[src/rtl/aud_pkg.sv]
// aud_pkg: shared defaults and the stereo frame type for the DAC audio path.
package aud_pkg;
    localparam int AUD_WIDTH = 16;
    localparam int AUD_DEPTH = 8;
    typedef struct packed {
        logic [AUD_WIDTH-1:0] l, r;
    } stereo_t;
endpackage

[src/rtl/aud_sync_fifo.sv]
// aud_sync_fifo: single-clock FIFO with level counter; flush beats push and pop.
module aud_sync_fifo #(
    parameter int DW    = 32,
    parameter int DEPTH = 8
) (
    input  logic                     i_bclk,
    input  logic                     i_rst_n,
    input  logic                     i_flush,
    input  logic                     i_push,
    input  logic                     i_pop,
    input  logic [DW-1:0]            i_wdata,
    output logic [DW-1:0]            o_rdata,
    output logic [$clog2(DEPTH):0]   o_level,
    output logic                     o_full,
    output logic                     o_empty
);
    localparam int AW = $clog2(DEPTH);
    logic [DW-1:0] mem [DEPTH];
    logic [AW-1:0] wr_ptr, rd_ptr;
    logic          push, pop;
    assign o_full  = o_level == (AW+1)'(DEPTH);
    assign o_empty = o_level == '0;
    assign push    = i_push & !o_full & !i_flush;
    assign pop     = i_pop & !o_empty & !i_flush;
    assign o_rdata = mem[rd_ptr];
    always_ff @(posedge i_bclk or negedge i_rst_n) begin
        if (!i_rst_n) begin
            wr_ptr  <= '0;
            rd_ptr  <= '0;
            o_level <= '0;
        end else if (i_flush) begin
            wr_ptr  <= '0;
            rd_ptr  <= '0;
            o_level <= '0;
        end else begin
            if (push) wr_ptr <= wr_ptr + 1'b1;
            if (pop) rd_ptr <= rd_ptr + 1'b1;
            o_level <= o_level + (AW+1)'(push) - (AW+1)'(pop);
        end
    end
    always_ff @(posedge i_bclk) begin
        if (push) mem[wr_ptr] <= i_wdata;
    end
endmodule

[src/rtl/aud_dac_frame_buffer.sv]
// aud_dac_frame_buffer: stereo frame FIFO feeding the I2S DAC serializer.
// One frame is popped per DACLRCK rise and held so L and R always come from the same frame.
module aud_dac_frame_buffer
    import aud_pkg::*;
#(
    parameter int WIDTH            = AUD_WIDTH,
    parameter int DEPTH            = AUD_DEPTH,
    parameter int HOLD_ON_UNDERRUN = 1,
    parameter int CNT_W            = 8
) (
    input  logic                   i_bclk,
    input  logic                   i_rst_n,
    input  logic                   i_daclrck,
    input  logic                   i_en,
    input  logic                   i_flush,
    input  logic                   i_valid,
    input  logic [WIDTH-1:0]       i_data_l,
    input  logic [WIDTH-1:0]       i_data_r,
    output logic                   o_ready,
    output logic [WIDTH-1:0]       o_dac_l,
    output logic [WIDTH-1:0]       o_dac_r,
    output logic [$clog2(DEPTH):0] o_level,
    output logic                   o_underrun,
    output logic [CNT_W-1:0]       o_underrun_cnt,
    input  logic                   i_clr_status
);
    logic               lrck_d, rise, pop_req, underrun, full, empty;
    logic [2*WIDTH-1:0] head;
    assign rise     = !lrck_d & i_daclrck;
    assign pop_req  = rise & i_en & !i_flush;
    assign underrun = pop_req & empty;
    assign o_ready  = !full;
    aud_sync_fifo #(.DW(2*WIDTH), .DEPTH(DEPTH)) u_fifo (
        .i_bclk  (i_bclk),
        .i_rst_n (i_rst_n),
        .i_flush (i_flush),
        .i_push  (i_valid & o_ready),
        .i_pop   (pop_req),
        .i_wdata ({i_data_l, i_data_r}),
        .o_rdata (head),
        .o_level (o_level),
        .o_full  (full),
        .o_empty (empty)
    );
    // lrck_d resets high so a high LRCK at release is not mistaken for a rise
    always_ff @(posedge i_bclk or negedge i_rst_n) begin
        if (!i_rst_n) begin
            lrck_d         <= 1'b1;
            o_dac_l        <= '0;
            o_dac_r        <= '0;
            o_underrun     <= 1'b0;
            o_underrun_cnt <= '0;
        end else begin
            lrck_d <= i_daclrck;
            if (!i_en) {o_dac_l, o_dac_r} <= '0;
            else if (pop_req & !empty) {o_dac_l, o_dac_r} <= head;
            else if (underrun & (HOLD_ON_UNDERRUN == 0)) {o_dac_l, o_dac_r} <= '0;
            if (i_clr_status) begin
                o_underrun     <= underrun;
                o_underrun_cnt <= CNT_W'(underrun);
            end else if (underrun) begin
                o_underrun     <= 1'b1;
                o_underrun_cnt <= o_underrun_cnt + CNT_W'(o_underrun_cnt != '1);
            end
        end
    end
endmodule

[config.mk]
export PLATFORM = sky130hd
export DESIGN_NAME = aud_dac_frame_buffer
export DESIGN_NICKNAME = d
export VERILOG_FILES = /design/src/rtl/aud_pkg.sv /design/src/rtl/aud_sync_fifo.sv /design/src/rtl/aud_dac_frame_buffer.sv
export SDC_FILE = /design/constraint.sdc
export NUM_CORES = 1
export LEC_CHECK = 0
export CAP_MARGIN = 25
export CELL_PAD_IN_SITES_DETAIL_PLACEMENT = 1
export CELL_PAD_IN_SITES_GLOBAL_PLACEMENT = 2
export CORE_MARGIN = 2
export CORE_UTILIZATION = 45
export CTS_CLUSTER_SIZE = 24
export DETAILED_ROUTE_END_ITERATION = 8
export DONT_BUFFER_PORTS = 1
export HOLD_SLACK_MARGIN = 0.12
export PLACE_DENSITY = 0.83
export SLEW_MARGIN = 10
export SYNTH_ARGS = -nofsm -noshare
export SYNTH_HDL_FRONTEND = slang
export SYNTH_HIERARCHICAL = 1
export SYNTH_SLANG_ARGS = --single-unit
[constraint.sdc]
create_clock -name i_bclk -period 4.9 [get_ports i_bclk]
set_input_delay 0.98 -clock i_bclk [delete_from_list [all_inputs] [get_ports i_bclk]]
set_output_delay 0.98 -clock i_bclk [all_outputs]
set_load 0.005 [all_outputs]
Yosys cells after proc, flatten, opt, wreduce, memory -nomap -nowiden
Memory sizes are Yosys's and may differ from the RTL's.
Cells that the tools add are included.

storage, ports and cells
  register bits after elaboration = 52
  bits in writable memories = 256
  output and inout bits = 46
  word-level logic and storage cells = 49
  memories kept = 1

memories
  name        depth  width  rd ports  clocked after Yosys merged registers in  write ports  RTL line             text
  u_fifo.mem  8      32     1         0                                        1            aud_sync_fifo.sv:18  logic [DW-1:0] mem [DEPTH];

cells by class
  add/sub/neg operators = 5
  equality and inequality tests = 3
  multiplexer cells = 15
  bitwise operators = 9
  reductions and logical operators = 8

operators with widths
  kind                                                             count
  16-bit 2-to-1 mux                                                4
  8-bit 2-to-1 mux                                                 2
  3-bit 2-to-1 mux                                                 4
  1-bit bitwise AND                                                9
  8-bit by 1-bit adder with 8-bit output                           1
  8-bit != test, second input constant                             1
  3-bit by 1-bit adder with 3-bit output, second input constant    2
  2-bit nonzero test                                               3
  4-bit by 1-bit adder with 4-bit output                           1
  4-bit equality test, second input constant                       1
  1-bit zero test                                                  4
  4-bit zero test                                                  1
  1-bit 2-to-1 mux                                                 4
  4-bit 2-to-1 mux                                                 1
  4-bit by 1-bit subtractor with 4-bit output                      1
  2-bit by 1-bit != test with 1-bit output, second input constant  1

Longest topological paths before layout
  depth in word-level cells = 8
  depth in mapped cells = 13
  mapped depth without buffers = 13

Hierarchy
Netlist, hierarchy kept.

modules (own cells, without submodules)
  module                instances  cells an instance  area each (um2)  sequential area each (um2)
  aud_sync_fifo         1          445                10289.9          7937.6
  aud_dac_frame_buffer  1          199                1956.9           1052.3

Worst setup path after synthesis
Ideal clock, no wire load.

  path kind = input -> register
  from = input i_valid
  to = memory u_fifo.mem[0][0], enable pin
  data arrival time = 4.083 ns
  setup slack = 0.356 ns
  stages on the path = 4
  path buffers = 0
  path through = nor2b_1 inv_1 or4_1 nor3_1

on the way
  word-level cells in the longest chain between the ends = 5

RTL lines
  item                                    RTL line                    text
  from (decl)                             aud_dac_frame_buffer.sv:16  input logic i_valid,
  1-bit bitwise AND                       aud_dac_frame_buffer.sv:37  .i_push (i_valid & o_ready),
  1-bit bitwise AND (2 in a row)          aud_sync_fifo.sv:23         assign push = i_push & !o_full & !i_flush;
  1-bit 2-to-1 mux                        aud_sync_fifo.sv:42         if (push) mem[wr_ptr] <= i_wdata;
  1-bit 2-to-1 mux (implied by the code)  aud_sync_fifo.sv:42
  to (decl)                               aud_sync_fifo.sv:18

No other way between the ends.

Worst setup path in the final report
  from = register u_fifo.o_level[2]
  to = memory u_fifo.mem[2][21], enable pin

on the way
  word-level cells in the longest chain between the ends = 7

RTL lines
  item                                      RTL line                                         text
  from (decl)                               aud_sync_fifo.sv:13                              output logic [$clog2(DEPTH):0] o_level,
  from (signal assigned)                    aud_sync_fifo.sv:38                              o_level <= o_level + (AW+1)'(push) - (AW+1)'(pop);
  4-bit equality test *                     aud_sync_fifo.sv:21                              assign o_full = o_level == (AW+1)'(DEPTH);
  via full                                  aud_dac_frame_buffer.sv:27                       logic lrck_d, rise, pop_req, underrun, full, empty;
  1-bit zero test *                         aud_sync_fifo.sv:23, aud_dac_frame_buffer.sv:32
  1-bit bitwise AND                         aud_dac_frame_buffer.sv:37
  1-bit bitwise AND * (2 in a row)          aud_sync_fifo.sv:23
  1-bit 2-to-1 mux *                        aud_sync_fifo.sv:42
  1-bit 2-to-1 mux (implied by the code) *  aud_sync_fifo.sv:42

The timed path passes the listed nets; every way through them passes the cells marked *.

==> impl_metrics.csv <==
group,metric,value,unit
sta,slew_viol_final,0,
logic_synthesis,synth_simple_gate_area_share,0.0385,
detailed_routing,post-route-drc-count,0,
placement,place_worst_setup_slack,1.46,ns
power,p_leak,0.00444,µW
logic_synthesis,synthMuxAreaShare,0.149,
setup_path,cp_common_cell,"inv_1",
final_layout,finalInstanceArea,0.0138,mm²
clock_network,cts_htree_levels,1,
grt,grt_pass1_wl,42.2,mm
detailed_routing,wl_per_cell,26.8,µm
setup_path,cp.required,5.17,ns
logic_synthesis,ys.flop_type,"edfxtp_1",
placement,detailed_place.area,0.0128,mm²
die,ios,85,
placement,numPortBuffers,0,
clock_network,clock_sinks,308,
detailed_routing,vias,6068,
clock_network,clk_pin_slew,0.06,ns
power,power-per-cell-area,428,mW/mm²
detailed_routing,drt_iter0_markers,489,
setup_path,critPathArrivalTime,3.59,ns
clock_network,insertion_delay,0.57,ns
sta,period_minus_slack,3.32,ns
grt,grt_start_max_net_pins,52,
die,start_util,0.457,
grt,grt_overflow,0,
setup_path,worst_setup_path_end_kind,"flip-flop",
sta,setup_viol,0,
clock_network,cts_buffer_depth,3,
placement,gp_congestion,0.770,
setup_path,cp_max_fo,17,
die,coreArea,0.0268,mm²
sta,tightest_slew,0.769,ns
detailed_routing,dr.pass1.iters,4,
die,die_h,169,µm
logic_synthesis,syn-cell-area,0.0122,mm²
clock_network,cts_tree,"built",
logic_synthesis,syn_nets,694,
clock_network,cts_setup_buffers,0,
logic_synthesis,synth_xor_area_frac,0.000715,
final_layout,fin_nets,707,
setup_path,startpoint_type,"flip-flop",
setup_path,cp_cell_sequence,"inv_1 -> ha_1 -> or3b_1 -> inv_1 -> nor2b_1 -> inv_1 -> or4_1 -> nor2_4 -> buf_16",
setup_path,critPathSlowestCell,"or4_1",
power,p_total,5920,µW
die,die_area,0.0286,mm²
power,ir_drop,0.253,mV
sta,fin_crit_sh,0.677,
grt,grt_pass1_vias,6803,
detailed_routing,wl,27.5,mm
logic_synthesis,synth-compound-area-share,0.0451,
logic_synthesis,synth_warnings,6,
logic_synthesis,netlist_instances,644,
status,status,"finished clean",
logic_synthesis,synth_top_family_by_area,"multiplexers",
logic_synthesis,ys_seq_area_frac,0.734,
grt,antenna_found_initial,1,
grt,grt_util_all_layers,0.199,
sta,hold_violations,0,
final_layout,final_layout_size_suffix_gt1_frac,0.260,
logic_synthesis,synth-async-reset-ratio,0.169,
clock_network,cts-root-buf,"clkbuf_16",
final_layout,filler_cell_count,2372,
sta,fmax,0.301,GHz
job,drv_cap,0,
detailed_routing,ant_nets,0,
detailed_routing,routed_via_density,5.93,
sta,skew,0.0139,ns
logic_synthesis,synth_cell_types,39,
logic_synthesis,syn_area_per_cell,19.0,µm²
sta,relSlewSlack,0.488,
die,rows,60,
min_path,hold_path_class,"in -> async",
die,dieWidth,169,µm
logic_synthesis,synth_seq_cells,308,
setup_path,critPathMaxStageDelay,0.73,ns
sta,rsz0062_at_grt,"false",
final_layout,areaGrowthSynthToFinish,13.0,%
placement,dpl.hpwl,16.6,mm
clock_network,cts_buffers,31,
sta,postLayoutSetupSlackWorst,1.58,ns
logic_synthesis,synthAdderAreaFrac,0.0119,
setup_path,crit_type,"reg -> reg",
logic_synthesis,synth_edf_count,256,
sta,setup_tns,0,ns
-- area by class of cell --
type / count / area, µm² / area share
well taps: 341 / 427 / 0.0308
inverters: 11 / 41.3 / 0.00298
repair buffers: 18 / 273 / 0.0197
diodes: 1 / 2.50 / 0.000181
clock inverters: 12 / 116 / 0.00841
multi-input cells: 287 / 3070 / 0.222
clock buffers: 46 / 912 / 0.0659
flip-flops and latches: 308 / 8990 / 0.650
-- cells in the final DEF (no fill, tap or decap), drive strengths merged, types with 2 or more instances in the layout --
cell type	instances
a21boi	32
buf	18
clkbuf	46
or3	5
nor2	10
nand4	4
edfxtp	256
nand2b	5
o21ai	39
or4	5
mux2	33
mux4	64
o31ai	4
nor3	2
clkinv	10
nand2	7
ha	10
a21oi	13
nand3	35
dfrtp	51
inv	11
nor2b	8
-- critical path: cells and delay by family, from the launching register on --
family / cells / cell delay, ns
and+or+nand+nor: 4 / 1.85
buffers and inverters: 4 / 0.60
DFF: 1 / 0.37
adders and majority gates: 1 / 0.19
-- power by group --
part / switching (µW) / total, µW / internal, µW
Combinational: 380 / 586 / 207
Clock: 985 / 2330 / 1350
Sequential: 46.4 / 3000 / 2950
-- through the flow --
| stage | cells | hold slack (ns) | util |
|---|---|---|---|
| 3_3_place_gp | 956 | 0.561 | 0.470 |
| 5_1_grt | 1023 | 0.229 | 0.516 |
| 2_1_floorplan | 644 | 0.526 | - |
| 4_1_cts | 1022 | 0.222 | 0.516 |
| 3_5_place_dp | 963 | 0.559 | 0.476 |
| 6_report | 1024 | 0.254 | 0.516 |
-- synthesized netlist by cell type (5+ instances only) --
library cell,instances,share of area
mux2_2,32,0.029
or4_1,5,0.0031
buf_2,7,0.0029
edfxtp_1,256,0.63
mux4_2,62,0.11
nor2b_1,8,0.0041
nand2_1,7,0.0021
inv_1,9,0.0028
dfrtp_1,51,0.10
a21oi_1,13,0.0053
nand2b_1,5,0.0026
o21ai_0,39,0.016
buf_6,6,0.0055
clkbuf_1,22,0.0067
nor2_1,10,0.0031
a21boi_0,32,0.020
ha_1,10,0.010
nand3_1,35,0.014
or3_1,5,0.0026
-- final timing paths --
check / from / to / slack [ns] / depth (start not counted)
max: u_fifo/o_level[2] / u_fifo/mem[2][21] / 1.58 / 9
min: i_rst_n / lrck_d / 0.25 / 0
max reg2reg: u_fifo/o_level[2] / u_fifo/mem[2][21] / 1.58 / 9
min reg2reg: o_underrun / o_underrun / 0.57 / 2
max in group asynchronous: i_rst_n / u_fifo/rd_ptr[1] / 4.34 / 1
min in group i_bclk: i_daclrck / lrck_d / 0.41 / 0
-- logic make-up (layout without fill, tap and decap cells) --
kind of cell | Yosys count | count (layout)
adders and majority gates | 11 | 11
xor gates and xnor gates | 1 | 1
DFF | 308 | 308
muxes | 98 | 98
and+or+nand+nor | 86 | 86
buffers and inverters | 49 | 87
AOI/OAI and AO/OA | 91 | 91
other | 0 | 1
-- repair_timing --
action | in CTS | in global routing
resized for setup | 0 | 0
endpoints found under the setup margin | 0 | 0
hold endpoints to repair | 51 | 0
hold buffers | 1 | 0
-- routing by layer --
layer  vias up  GRT usage  wire length, µm
li1       2615          -                -
met1      3210      0.249            10700
met2       187      0.349            14300
met3        56     0.0393             1720
met4         0     0.0665              816
met5         -          0                0
-- flip-flops by register name (all words and copies together) (netlist names) --
name / flops
u_fifo/mem: 256
o_dac_l: 16
o_dac_r: 16
u_fifo/o_level: 4
o_underrun: 1
o_underrun_cnt: 8
u_fifo/wr_ptr: 3
u_fifo/rd_ptr: 3
lrck_d: 1
Power figures use the tool's default switching activity.
